$ cat src/rtl/uart_tx_if.sv
// uart_tx_if -- byte-in / serial-out signal bundle for uart_tx.
//   d_i     : byte to transmit, sampled only when a frame is accepted
//   start_i : level request to send d_i
//   tx_o    : serial line, idles high
//   busy_o  : high while a frame is in progress
//   done_o  : one-cycle pulse in the final cycle of the stop bit
// Modports: master (byte source / line observer), slave (the transmitter).
interface uart_tx_if;
    logic [7:0] d_i;
    logic       start_i;
    logic       tx_o;
    logic       busy_o;
    logic       done_o;

    modport master (output d_i, output start_i, input tx_o, input busy_o, input done_o);
    modport slave  (input d_i, input start_i, output tx_o, output busy_o, output done_o);
endinterface

$ cat src/rtl/uart_tx.sv
// uart_tx -- 8N1 UART transmitter (8E1 with UART_TX_PARITY_EN defined).
// Parameters:
//   CLKS_PER_BIT : clk cycles per serial bit (>= 2)
// Ports:
//   clk    : clock, rising edge
//   resetn : synchronous active-low reset
//   bus    : uart_tx_if.slave (d_i, start_i in; tx_o, busy_o, done_o out)
// Optional feature macro: UART_TX_PARITY_EN adds an even-parity bit after
// the data bits.
module uart_tx #(
    parameter int unsigned CLKS_PER_BIT = 20
) (
    input  logic      clk,
    input  logic      resetn,
    uart_tx_if.slave  bus
);

    localparam int unsigned TW = $clog2(CLKS_PER_BIT) + 1;
    localparam logic [TW-1:0] TLOAD = TW'(CLKS_PER_BIT - 1);

`ifdef UART_TX_PARITY_EN
    typedef enum logic [2:0] {
        IDLE   = 3'd0,
        START  = 3'd1,
        DATA   = 3'd2,
        PARITY = 3'd3,
        STOP   = 3'd4
    } state_t;
`else
    typedef enum logic [2:0] {
        IDLE  = 3'd0,
        START = 3'd1,
        DATA  = 3'd2,
        STOP  = 3'd4
    } state_t;
`endif

    state_t        state, state_next;
    logic [TW-1:0] timer, timer_next;
    logic [2:0]    idx, idx_next;
    logic [7:0]    shreg, shreg_next;
    logic          tx_q, tx_next;
    logic          busy, done;

    // State register; tx is registered from the next-state view so the line
    // changes on the same edge the state does.
    always_ff @(posedge clk) begin
        if (!resetn) begin
            state <= IDLE;
            timer <= TLOAD;
            idx   <= '0;
            shreg <= '0;
            tx_q  <= 1'b1;
        end else begin
            state <= state_next;
            timer <= timer_next;
            idx   <= idx_next;
            shreg <= shreg_next;
            tx_q  <= tx_next;
        end
    end

    // Next-state and datapath
    always_comb begin
        state_next = state;
        timer_next = timer;
        idx_next   = idx;
        shreg_next = shreg;
        case (state)
            IDLE: begin
                timer_next = TLOAD;
                if (bus.start_i) begin
                    state_next = START;
                    shreg_next = bus.d_i;
                end
            end
            START: begin
                if (timer == '0) begin
                    state_next = DATA;
                    timer_next = TLOAD;
                end else begin
                    timer_next = timer - 1'b1;
                end
            end
            DATA: begin
                if (timer == '0) begin
                    timer_next = TLOAD;
                    idx_next   = idx + 1'b1;  // wraps 7 -> 0 on the last bit
                    if (idx == 3'd7) begin
`ifdef UART_TX_PARITY_EN
                        state_next = PARITY;
`else
                        state_next = STOP;
`endif
                    end
                end else begin
                    timer_next = timer - 1'b1;
                end
            end
`ifdef UART_TX_PARITY_EN
            PARITY: begin
                if (timer == '0) begin
                    state_next = STOP;
                    timer_next = TLOAD;
                end else begin
                    timer_next = timer - 1'b1;
                end
            end
`endif
            STOP: begin
                if (timer == '0) begin
                    state_next = IDLE;
                    timer_next = TLOAD;
                end else begin
                    timer_next = timer - 1'b1;
                end
            end
            default: begin
                state_next = IDLE;
                timer_next = TLOAD;
                idx_next   = '0;
            end
        endcase
    end

    // Outputs
    always_comb begin
        busy = (state != IDLE);
        done = (state == STOP) && (timer == '0);
        case (state_next)
            START:   tx_next = 1'b0;
            DATA:    tx_next = shreg_next[idx_next];
`ifdef UART_TX_PARITY_EN
            PARITY:  tx_next = ^shreg_next;
`endif
            default: tx_next = 1'b1;
        endcase
    end

    assign bus.tx_o   = tx_q;
    assign bus.busy_o = busy;
    assign bus.done_o = done;

endmodule

$ cat src/flat_wrapper.sv
// flat-port wrapper written by rule: the top's interface ports become plain ports
module uart_tx_flat 
#(
    parameter int unsigned CLKS_PER_BIT = 20
)
  (clk, resetn, bus_d_i, bus_start_i, bus_tx_o, bus_busy_o, bus_done_o);
  uart_tx_if bus_i ();
  input  logic clk;
  input  logic resetn;
  input wire logic [$bits(bus_i.d_i)-1:0] bus_d_i;
  input wire logic [$bits(bus_i.start_i)-1:0] bus_start_i;
  output wire logic [$bits(bus_i.tx_o)-1:0] bus_tx_o;
  output wire logic [$bits(bus_i.busy_o)-1:0] bus_busy_o;
  output wire logic [$bits(bus_i.done_o)-1:0] bus_done_o;
  assign bus_i.d_i = bus_d_i;
  assign bus_i.start_i = bus_start_i;
  assign bus_tx_o = bus_i.tx_o;
  assign bus_busy_o = bus_i.busy_o;
  assign bus_done_o = bus_i.done_o;
  uart_tx #(.CLKS_PER_BIT(CLKS_PER_BIT)) u_core (.clk(clk), .resetn(resetn), .bus(bus_i));
endmodule
$ cat config.mk
export PLATFORM = sky130hd
export DESIGN_NAME = uart_tx_flat
export DESIGN_NICKNAME = d
export VERILOG_FILES = /design/src/rtl/uart_tx_if.sv /design/src/rtl/uart_tx.sv /design/src/flat_wrapper.sv
export SDC_FILE = /design/constraint.sdc
export NUM_CORES = 1
export LEC_CHECK = 0
export ABC_AREA = 1
export ABC_CLOCK_PERIOD_IN_PS = 1400
export CAP_MARGIN = 20
export CORE_ASPECT_RATIO = 1.25
export CORE_UTILIZATION = 40
export CTS_CLUSTER_DIAMETER = 200
export DETAILED_ROUTE_END_ITERATION = 6
export PLACE_DENSITY = 0.67
export RECOVER_POWER = 25
export SYNTH_ARGS = -nofsm -noshare
export SYNTH_HDL_FRONTEND = slang
export SYNTH_SLANG_ARGS = --single-unit
$ cat constraint.sdc
create_clock -name clk -period 1.4 [get_ports clk]
set_input_delay 0.42 -clock clk [delete_from_list [all_inputs] [get_ports clk]]
set_output_delay 0.42 -clock clk [all_outputs]
set_load 0.03 [all_outputs]
==> impl_metrics.xml, run 1 <==
<?xml version="1.0" encoding="UTF-8"?>
<metrics>
  <group name="clock_network">
    <metric name="clk-insertion-delay-late" unit="ps">320</metric>
    <metric name="clkTransAtPathRegs" unit="ps">130</metric>
    <metric name="clock-sinks" unit="">21</metric>
    <metric name="cts_tree" unit="">yes</metric>
    <metric name="cts-htree-levels" unit="">1</metric>
    <metric name="cts-buffers-inserted" unit="">3</metric>
    <metric name="ctsLongestPathBuffers" unit="">2</metric>
    <metric name="cts.hold.buffers_added" unit="">0</metric>
    <metric name="clk_root_buf" unit="">sky130_fd_sc_hd__clkbuf_4</metric>
  </group>
  <group name="power_and_ir_drop">
    <metric name="power_density" unit="nW/um2">691.2</metric>
    <metric name="leakagePower" unit="nW">0.7865</metric>
    <metric name="power.ir.vdd_worst" unit="V">0.0006012</metric>
  </group>
  <group name="critical_path">
    <metric name="worstPathCellList" unit="">inv_2 -&gt; ha_4 -&gt; nand3_4 -&gt; nor2_4 -&gt; buf_6</metric>
    <metric name="worst-path-max-fanout" unit="">2</metric>
    <metric name="r2r-end" unit="">u_core.bus.tx_o$_SDFF_PN1_</metric>
    <metric name="worstSetupStartpoint" unit="">u_core.timer[0]$_SDFF_PP1_</metric>
    <metric name="worst-r2r-cell-count" unit="">13</metric>
    <metric name="timing.reg2reg.setup_slack" unit="ps">-160</metric>
    <metric name="regToRegStartpoint" unit="">u_core.timer[1]$_SDFF_PP1_</metric>
    <metric name="worst-setup-path-type" unit="">register to primary output</metric>
    <metric name="critPathArrivalTime" unit="ps">1220</metric>
    <metric name="crit_path_start_kind" unit="">register</metric>
    <metric name="critPathCaptureType" unit="">primary output</metric>
    <metric name="worst_ep_required_time" unit="ps">980</metric>
    <metric name="slowest_stage" unit="">sky130_fd_sc_hd__dfxtp_2</metric>
    <metric name="critPathMaxStageDelay" unit="ps">350</metric>
    <metric name="critPathCapture" unit="">bus_done_o</metric>
  </group>
  <group name="status">
    <metric name="violations" unit="">setup timing</metric>
    <metric name="outcome" unit="">complete, but fails checks</metric>
  </group>
  <group name="hold_path">
    <metric name="hold_path_cell_cnt" unit="">2</metric>
    <metric name="hold_class" unit="">register to register</metric>
  </group>
  <group name="routing">
    <metric name="drt-vias-per-instance" unit="">4.904</metric>
    <metric name="detailroute.via_count" unit="">1172</metric>
    <metric name="wl_per_cell" unit="um">12.31</metric>
    <metric name="finalWirelength" unit="um">2942</metric>
    <metric name="ant_nets" unit="">0</metric>
    <metric name="detail_route.first_pass.iterations" unit="">4</metric>
    <metric name="first_iter_violations" unit="">20</metric>
    <metric name="route.detailed.drc" unit="">0</metric>
  </group>
  <group name="synthesis">
    <metric name="synth.distinct_cells" unit="">28</metric>
    <metric name="synthesis.area" unit="um2">1135</metric>
    <metric name="synth_top_area_cell" unit="">sky130_fd_sc_hd__dfxtp_1</metric>
    <metric name="synth_largest_type_area_fraction" unit="%">37.05</metric>
    <metric name="synth_area_leaders" unit="">sky130_fd_sc_hd__dfxtp_1 37%, sky130_fd_sc_hd__nand2_1 11%, sky130_fd_sc_hd__inv_1 6.9%</metric>
    <metric name="postSynthAreaPerCell" unit="um2">7.322</metric>
    <metric name="synth.yosys.warnings" unit="">0</metric>
    <metric name="mappedNetlistNets" unit="">170</metric>
    <metric name="synth-seq-area-share" unit="%">37.05</metric>
    <metric name="ys_ff_latch" unit="">21</metric>
    <metric name="postSynthCellCount" unit="">155</metric>
  </group>
  <group name="grt">
    <metric name="grt_pass1_wl" unit="um">4719</metric>
    <metric name="via_count_of_the_first_global_routing_pass" unit="">1135</metric>
    <metric name="globalRoute.totalOverflow" unit="">0</metric>
    <metric name="antenna_found_initial" unit="">0</metric>
    <metric name="track_usage" unit="%">20.54</metric>
    <metric name="pin_count_of_the_biggest_net_entering_global_routing" unit="">15</metric>
  </group>
  <group name="timing">
    <metric name="final-setup-viol-count" unit="">11</metric>
    <metric name="setup_slack" unit="ps">-238.2</metric>
    <metric name="finalMaxSlewViolations" unit="">0</metric>
    <metric name="finalSetupTns" unit="ps">-1048</metric>
    <metric name="grt_setup_unrepaired" unit="">yes</metric>
    <metric name="timing.max_slew.rel_slack" unit="%">83.35</metric>
    <metric name="hold_viol" unit="">0</metric>
    <metric name="min_period" unit="ps">1638</metric>
    <metric name="worst_hold_slack" unit="ps">524.5</metric>
    <metric name="max_clock_freq" unit="GHz">0.6104</metric>
    <metric name="clock_skew" unit="ps">9.918</metric>
    <metric name="timing_worst_slew_pin_value" unit="ps">247.9</metric>
    <metric name="finalCritPeriodShare" unit="%">117.0</metric>
  </group>
  <group name="place">
    <metric name="detailed_place_hpwl" unit="um">1918</metric>
    <metric name="dp_slack" unit="ps">-521.4</metric>
    <metric name="routabilityCongestion" unit="">0.8406</metric>
    <metric name="io_buffer_count" unit="">13</metric>
    <metric name="placed_cells_incl_taps" unit="">222</metric>
  </group>
  <group name="layout">
    <metric name="finalNonFillerCells" unit="">239</metric>
    <metric name="fraction_of_final_layout_cells_with_drive_strength_greater_than_1" unit="%">44.88</metric>
    <metric name="numnets_final" unit="">221</metric>
    <metric name="area_growth_syn_to_layout" unit="%">52.59</metric>
    <metric name="insertedDiodeCount" unit="">0</metric>
    <metric name="num-fill-cells" unit="">224</metric>
  </group>
  <group name="job">
    <metric name="max_cap_viol_count" unit="">0</metric>
  </group>
  <group name="floorplan">
    <metric name="core_area" unit="um2">2680</metric>
    <metric name="die_h" unit="um">61.55</metric>
    <metric name="core.rowCount" unit="">21</metric>
    <metric name="num_io_pins" unit="">14</metric>
    <metric name="start_util" unit="%">42.34</metric>
    <metric name="fp.dieArea" unit="um2">3055</metric>
    <metric name="chipWidth" unit="um">49.64</metric>
  </group>
</metrics>
-- synth_stat cells (all sizes together) --
cell type,number
nor2,23
ha,4
nor3,2
a22oi,1
o22ai,2
nand4,1
clkbuf,1
nand3,17
a21oi,4
nand2,37
or2,6
inv,23
o21ai,10
buf,1
dfxtp,21
or4,1
xnor2,1
-- registers in the layout (all words and copies together) (netlist names) --
| register | count |
|---|---|
| u_core.shreg | 8 |
| u_core.timer | 6 |
| u_core.state | 3 |
| u_core.bus.tx_o | 1 |
| u_core.idx | 3 |
-- logic make-up (layout without fill, tap and decap cells) --
logic type               after synthesis  after routing  share of synthesized area (%)
buffers and inverters                 25             75                          9.151
XOR/XNOR                               1              1                         0.7719
AO/OA/AOI/OAI                         17             17                          10.25
flip-flops                            21             21                          37.04
adder cells (fa/ha/maj)                4              4                          4.410
AND/OR/NAND/NOR                       87             87                          38.37
-- critical path: cells and delay by family (launching register included) --
| family | cells | cell delay (ps) |
|---|---|---|
| buffers and inverters | 2 | 200 |
| DFF | 1 | 350 |
| adders and majority gates | 1 | 160 |
| and+or+nand+nor | 2 | 190 |
-- through the flow --
step                total power, mW  util (%)  cell area (um2)
floorplan                    0.7666         -             1140
global placement             0.8551     54.30             1455
detailed placement           0.8608     54.30             1455
CTS                           1.195     61.72             1654
global route                  1.259     64.61             1732
finish                        1.197     64.61             1732
-- cell type report --
cell class	instances	area [um2]	area share [%]
Clock inverter	1	5.005	0.2890
Inverter	23	91.34	5.275
Clock buffer	3	22.52	1.301
Multi-Input combinational cell	109	729.5	42.12
Timing Repair Buffer	48	411.6	23.77
Sequential cell	21	429.2	24.78
Tap cell	34	42.54	2.457
-- cell usage in the layout, fill, tap and decap left out, types with 2 or more instances in the layout --
cell	n
sky130_fd_sc_hd__a21oi_1	2
sky130_fd_sc_hd__a21oi_2	2
sky130_fd_sc_hd__buf_4	29
sky130_fd_sc_hd__buf_6	8
sky130_fd_sc_hd__clkbuf_4	3
sky130_fd_sc_hd__clkdlybuf4s50_1	9
sky130_fd_sc_hd__dfxtp_1	16
sky130_fd_sc_hd__dfxtp_2	4
sky130_fd_sc_hd__ha_1	3
sky130_fd_sc_hd__inv_1	17
sky130_fd_sc_hd__inv_2	4
sky130_fd_sc_hd__inv_4	2
sky130_fd_sc_hd__nand2_1	29
sky130_fd_sc_hd__nand2_2	5
sky130_fd_sc_hd__nand2_4	3
sky130_fd_sc_hd__nand3_1	11
sky130_fd_sc_hd__nand3_2	3
sky130_fd_sc_hd__nand3_4	3
sky130_fd_sc_hd__nor2_1	15
sky130_fd_sc_hd__nor2_2	3
sky130_fd_sc_hd__nor2_4	5
sky130_fd_sc_hd__o21ai_0	2
sky130_fd_sc_hd__o21ai_2	7
sky130_fd_sc_hd__o22ai_2	2
sky130_fd_sc_hd__or2_1	3
sky130_fd_sc_hd__or2_2	2
-- worst min path at each step --
| stage | from | slack, ps | endpoint |
|---|---|---|---|
| CTS | u_core.timer[0]$_SDFF_PP1_ | 520 | u_core.timer[0]$_SDFF_PP1_ |
| global route | u_core.timer[5]$_SDFF_PP0_ | 550 | u_core.timer[5]$_SDFF_PP0_ |
| floorplan | u_core.timer[0]$_SDFF_PP1_ | 370 | u_core.timer[0]$_SDFF_PP1_ |
| finish | u_core.shreg[5]$_SDFF_PN0_ | 520 | u_core.shreg[5]$_SDFF_PN0_ |
| global placement | u_core.timer[0]$_SDFF_PP1_ | 380 | u_core.timer[0]$_SDFF_PP1_ |
| detailed placement | u_core.timer[0]$_SDFF_PP1_ | 380 | u_core.timer[0]$_SDFF_PP1_ |
-- repair_timing --
action,4_1_cts,5_1_grt
setup endpoints to repair,12,14
hold endpoints to repair,0,0
gates resized for setup,32,14
pin swaps,7,6
gates cloned,1,0
setup buffers,10,3
-- where the power goes --
part	internal (mW)	switching, mW	leakage (nW)	total, mW
clock	0.107	0.197	0.0177	0.304
combinational	0.131	0.125	0.596	0.256
sequential	0.624	0.0125	0.173	0.636
total	0.862	0.335	0.786	1.20
-- metal layers --
layer  up-vias  GRT usage (%)  routed length [um]
met5         -              0                   0
met4         0          12.65                  94
met3         9          2.716                  63
met2        18          37.64                1605
met1       552          22.78                1178
li1        593              -                   -
Power figures use the tool's default switching activity.
==> run 2: changes to the inputs <==
Settings changed: CAP_MARGIN 20 to not set, CELL_PAD_IN_SITES_DETAIL_PLACEMENT set to 0, CELL_PAD_IN_SITES_GLOBAL_PLACEMENT set to 1, CORE_UTILIZATION 40 to 25, PLACE_DENSITY 0.67 to 0.6.
==> impl_metrics.xml, run 2 (synthesized netlist as in run 1, its figures left out) <==
<?xml version="1.0" encoding="UTF-8"?>
<metrics>
  <group name="status">
    <metric name="outcome" unit="">complete, but fails checks</metric>
    <metric name="violations" unit="">setup timing</metric>
  </group>
  <group name="timing">
    <metric name="max_clock_freq" unit="GHz">0.6289</metric>
    <metric name="timing.max_slew.rel_slack" unit="%">76.56</metric>
    <metric name="min_period" unit="ps">1590</metric>
    <metric name="finalCritPeriodShare" unit="%">113.6</metric>
    <metric name="setup_slack" unit="ps">-190.2</metric>
    <metric name="clock_skew" unit="ps">1.713</metric>
    <metric name="finalMaxSlewViolations" unit="">0</metric>
    <metric name="hold_viol" unit="">0</metric>
    <metric name="grt_setup_unrepaired" unit="">yes</metric>
    <metric name="timing_worst_slew_pin_value" unit="ps">351.5</metric>
    <metric name="final-setup-viol-count" unit="">6</metric>
  </group>
  <group name="layout">
    <metric name="insertedDiodeCount" unit="">0</metric>
    <metric name="fraction_of_final_layout_cells_with_drive_strength_greater_than_1" unit="%">46.80</metric>
    <metric name="area_growth_syn_to_layout" unit="%">59.21</metric>
    <metric name="final_core_util" unit="%">41.14</metric>
    <metric name="numnets_final" unit="">219</metric>
    <metric name="register_with_the_most_flip_flops" unit="">u_core.shreg</metric>
    <metric name="layout_common_cells" unit="">28 x sky130_fd_sc_hd__nand2_1, 25 x sky130_fd_sc_hd__buf_4, 16 x sky130_fd_sc_hd__inv_1, 16 x sky130_fd_sc_hd__dfxtp_1, 15 x sky130_fd_sc_hd__nor2_1</metric>
    <metric name="mostFrequentLayoutCell" unit="">sky130_fd_sc_hd__nand2_1</metric>
    <metric name="largest_register_ff_count" unit="">8</metric>
    <metric name="stdcell_area" unit="um2">1807</metric>
    <metric name="reg.largest.list" unit="">u_core.shreg x8, u_core.timer x6</metric>
  </group>
  <group name="grt">
    <metric name="track_usage" unit="%">12.90</metric>
    <metric name="globalRoute.totalOverflow" unit="">0</metric>
    <metric name="antenna_found_initial" unit="">0</metric>
    <metric name="via_count_of_the_first_global_routing_pass" unit="">1118</metric>
    <metric name="pin_count_of_the_biggest_net_entering_global_routing" unit="">15</metric>
    <metric name="grt_pass1_wl" unit="um">4816</metric>
  </group>
  <group name="clock_network">
    <metric name="cts-htree-levels" unit="">1</metric>
    <metric name="clock-sinks" unit="">21</metric>
    <metric name="cts_tree" unit="">yes</metric>
    <metric name="cts.hold.buffers_added" unit="">0</metric>
    <metric name="clk_root_buf" unit="">sky130_fd_sc_hd__clkbuf_8</metric>
    <metric name="cts-buffers-inserted" unit="">3</metric>
    <metric name="clk-insertion-delay-late" unit="ps">260</metric>
    <metric name="clkTransAtPathRegs" unit="ps">80</metric>
    <metric name="ctsLongestPathBuffers" unit="">2</metric>
  </group>
  <group name="critical_path">
    <metric name="cp.buffers_inverters" unit="">2</metric>
    <metric name="critPathArrivalTime" unit="ps">1170</metric>
    <metric name="crit_path_depth" unit="">5</metric>
    <metric name="crit_path_start_kind" unit="">register</metric>
    <metric name="critPathMaxStageDelay" unit="ps">330</metric>
    <metric name="critPathCaptureType" unit="">primary output</metric>
    <metric name="path_delay_family" unit="">flip-flops</metric>
    <metric name="slowest_stage" unit="">sky130_fd_sc_hd__dfxtp_2</metric>
    <metric name="worst-path-max-fanout" unit="">3</metric>
    <metric name="worst_ep_required_time" unit="ps">980</metric>
    <metric name="worst-setup-path-type" unit="">register to primary output</metric>
    <metric name="worst-r2r-cell-count" unit="">10</metric>
    <metric name="worstPathCellList" unit="">inv_2 -&gt; ha_4 -&gt; nand3_4 -&gt; nor2_2 -&gt; buf_6</metric>
  </group>
  <group name="hold_path">
    <metric name="hold_path_cell_cnt" unit="">2</metric>
    <metric name="hold_class" unit="">register to register</metric>
  </group>
  <group name="floorplan">
    <metric name="die_h" unit="um">77.33</metric>
    <metric name="core_area" unit="um2">4392</metric>
    <metric name="core.rowCount" unit="">27</metric>
    <metric name="fp.dieArea" unit="um2">4814</metric>
    <metric name="start_util" unit="%">25.84</metric>
    <metric name="num_io_pins" unit="">14</metric>
    <metric name="chipWidth" unit="um">62.26</metric>
  </group>
  <group name="routing">
    <metric name="drt-vias-per-instance" unit="">4.352</metric>
    <metric name="route.detailed.drc" unit="">0</metric>
    <metric name="detail_route.first_pass.iterations" unit="">6</metric>
    <metric name="finalWirelength" unit="um">3007</metric>
    <metric name="detailroute.via_count" unit="">1136</metric>
    <metric name="first_iter_violations" unit="">21</metric>
    <metric name="wl_per_cell" unit="um">11.52</metric>
    <metric name="ant_nets" unit="">0</metric>
  </group>
  <group name="power_and_ir_drop">
    <metric name="leakagePower" unit="nW">0.7885</metric>
    <metric name="total_power" unit="mW">1.298</metric>
    <metric name="power_density" unit="nW/um2">718.2</metric>
    <metric name="power.ir.vdd_worst" unit="V">0.0003984</metric>
  </group>
  <group name="place">
    <metric name="postPlaceCellArea" unit="um2">1503</metric>
    <metric name="detailed_place_hpwl" unit="um">2110</metric>
    <metric name="routabilityCongestion" unit="">0.7762</metric>
    <metric name="io_buffer_count" unit="">13</metric>
  </group>
  <group name="job">
    <metric name="max_cap_viol_count" unit="">0</metric>
  </group>
</metrics>
==> run 2: changes by cell type in the layout (fill, tap and decap cells not counted), sizes merged <==
cell	change
buf	-4
clkbuf	+2
clkdlybuf4s15	+1
inv	-1
==> run 2: layer usage <==
metal | wire length, um | global-route usage (%) | vias up
met3 | 74 | 2.232 | 4
met5 | 0 | 0 | -
met1 | 1212 | 13.78 | 529
met2 | 1673 | 24.40 | 13
li1 | - | - | 590
met4 | 47 | 5.581 | 0
==> run 2: per-stage QoR <==
stage,hold slack (ps),setup WS [ps],setup TNS (ps),instances
2_1_floorplan,365.4,-11.95,-11.95,155
3_5_place_dp,391.8,-533.3,-3359,248
5_1_grt,542.3,-237.3,-1200,261
4_1_cts,418.8,-184.4,-396.5,257
3_3_place_gp,374.7,-504.5,-2977,248
6_report,513.4,-190.2,-501.7,261
==> run 2: area by class of cell <==
class / instances / area, um2
Multi-Input combinational cell: 109 / 764.5
Clock buffer: 4 / 45.04
Inverter: 23 / 98.84
Timing Repair Buffer: 46 / 396.6
Fill cell: 450 / 2585
Sequential cell: 21 / 429.2
Tap cell: 58 / 72.57
==> run 2: power by group <==
group          switching (mW)  leakage, nW  internal (mW)
combinational           0.122        0.593          0.129
sequential             0.0119        0.173          0.623
clock                   0.209       0.0228          0.203
==> run 2: path summary, 6_finish.rpt <==
kind / to / start / slack, ps
min reg2reg: u_core.timer[0]$_SDFF_PP1_ / u_core.timer[0]$_SDFF_PP1_ / 510
max reg2reg: u_core.bus.tx_o$_SDFF_PN1_ / u_core.timer[1]$_SDFF_PP1_ / -170
max: bus_done_o / u_core.timer[1]$_SDFF_PP1_ / -190
min: u_core.timer[0]$_SDFF_PP1_ / u_core.timer[0]$_SDFF_PP1_ / 510
==> run 2: worst min-delay path, delay by kind of cell (launching register included) <==
family | cells | cell delay, ps
buffers and inverters | 1 | 100
DFF | 1 | 340
and+or+nand+nor | 1 | 40
==> run 2: timing repair <==
action	in CTS	in global routing
setup endpoints to repair	8	10
setup buffers	4	4
gates resized for setup	23	39
cloned	1	0
pin swaps	7	8
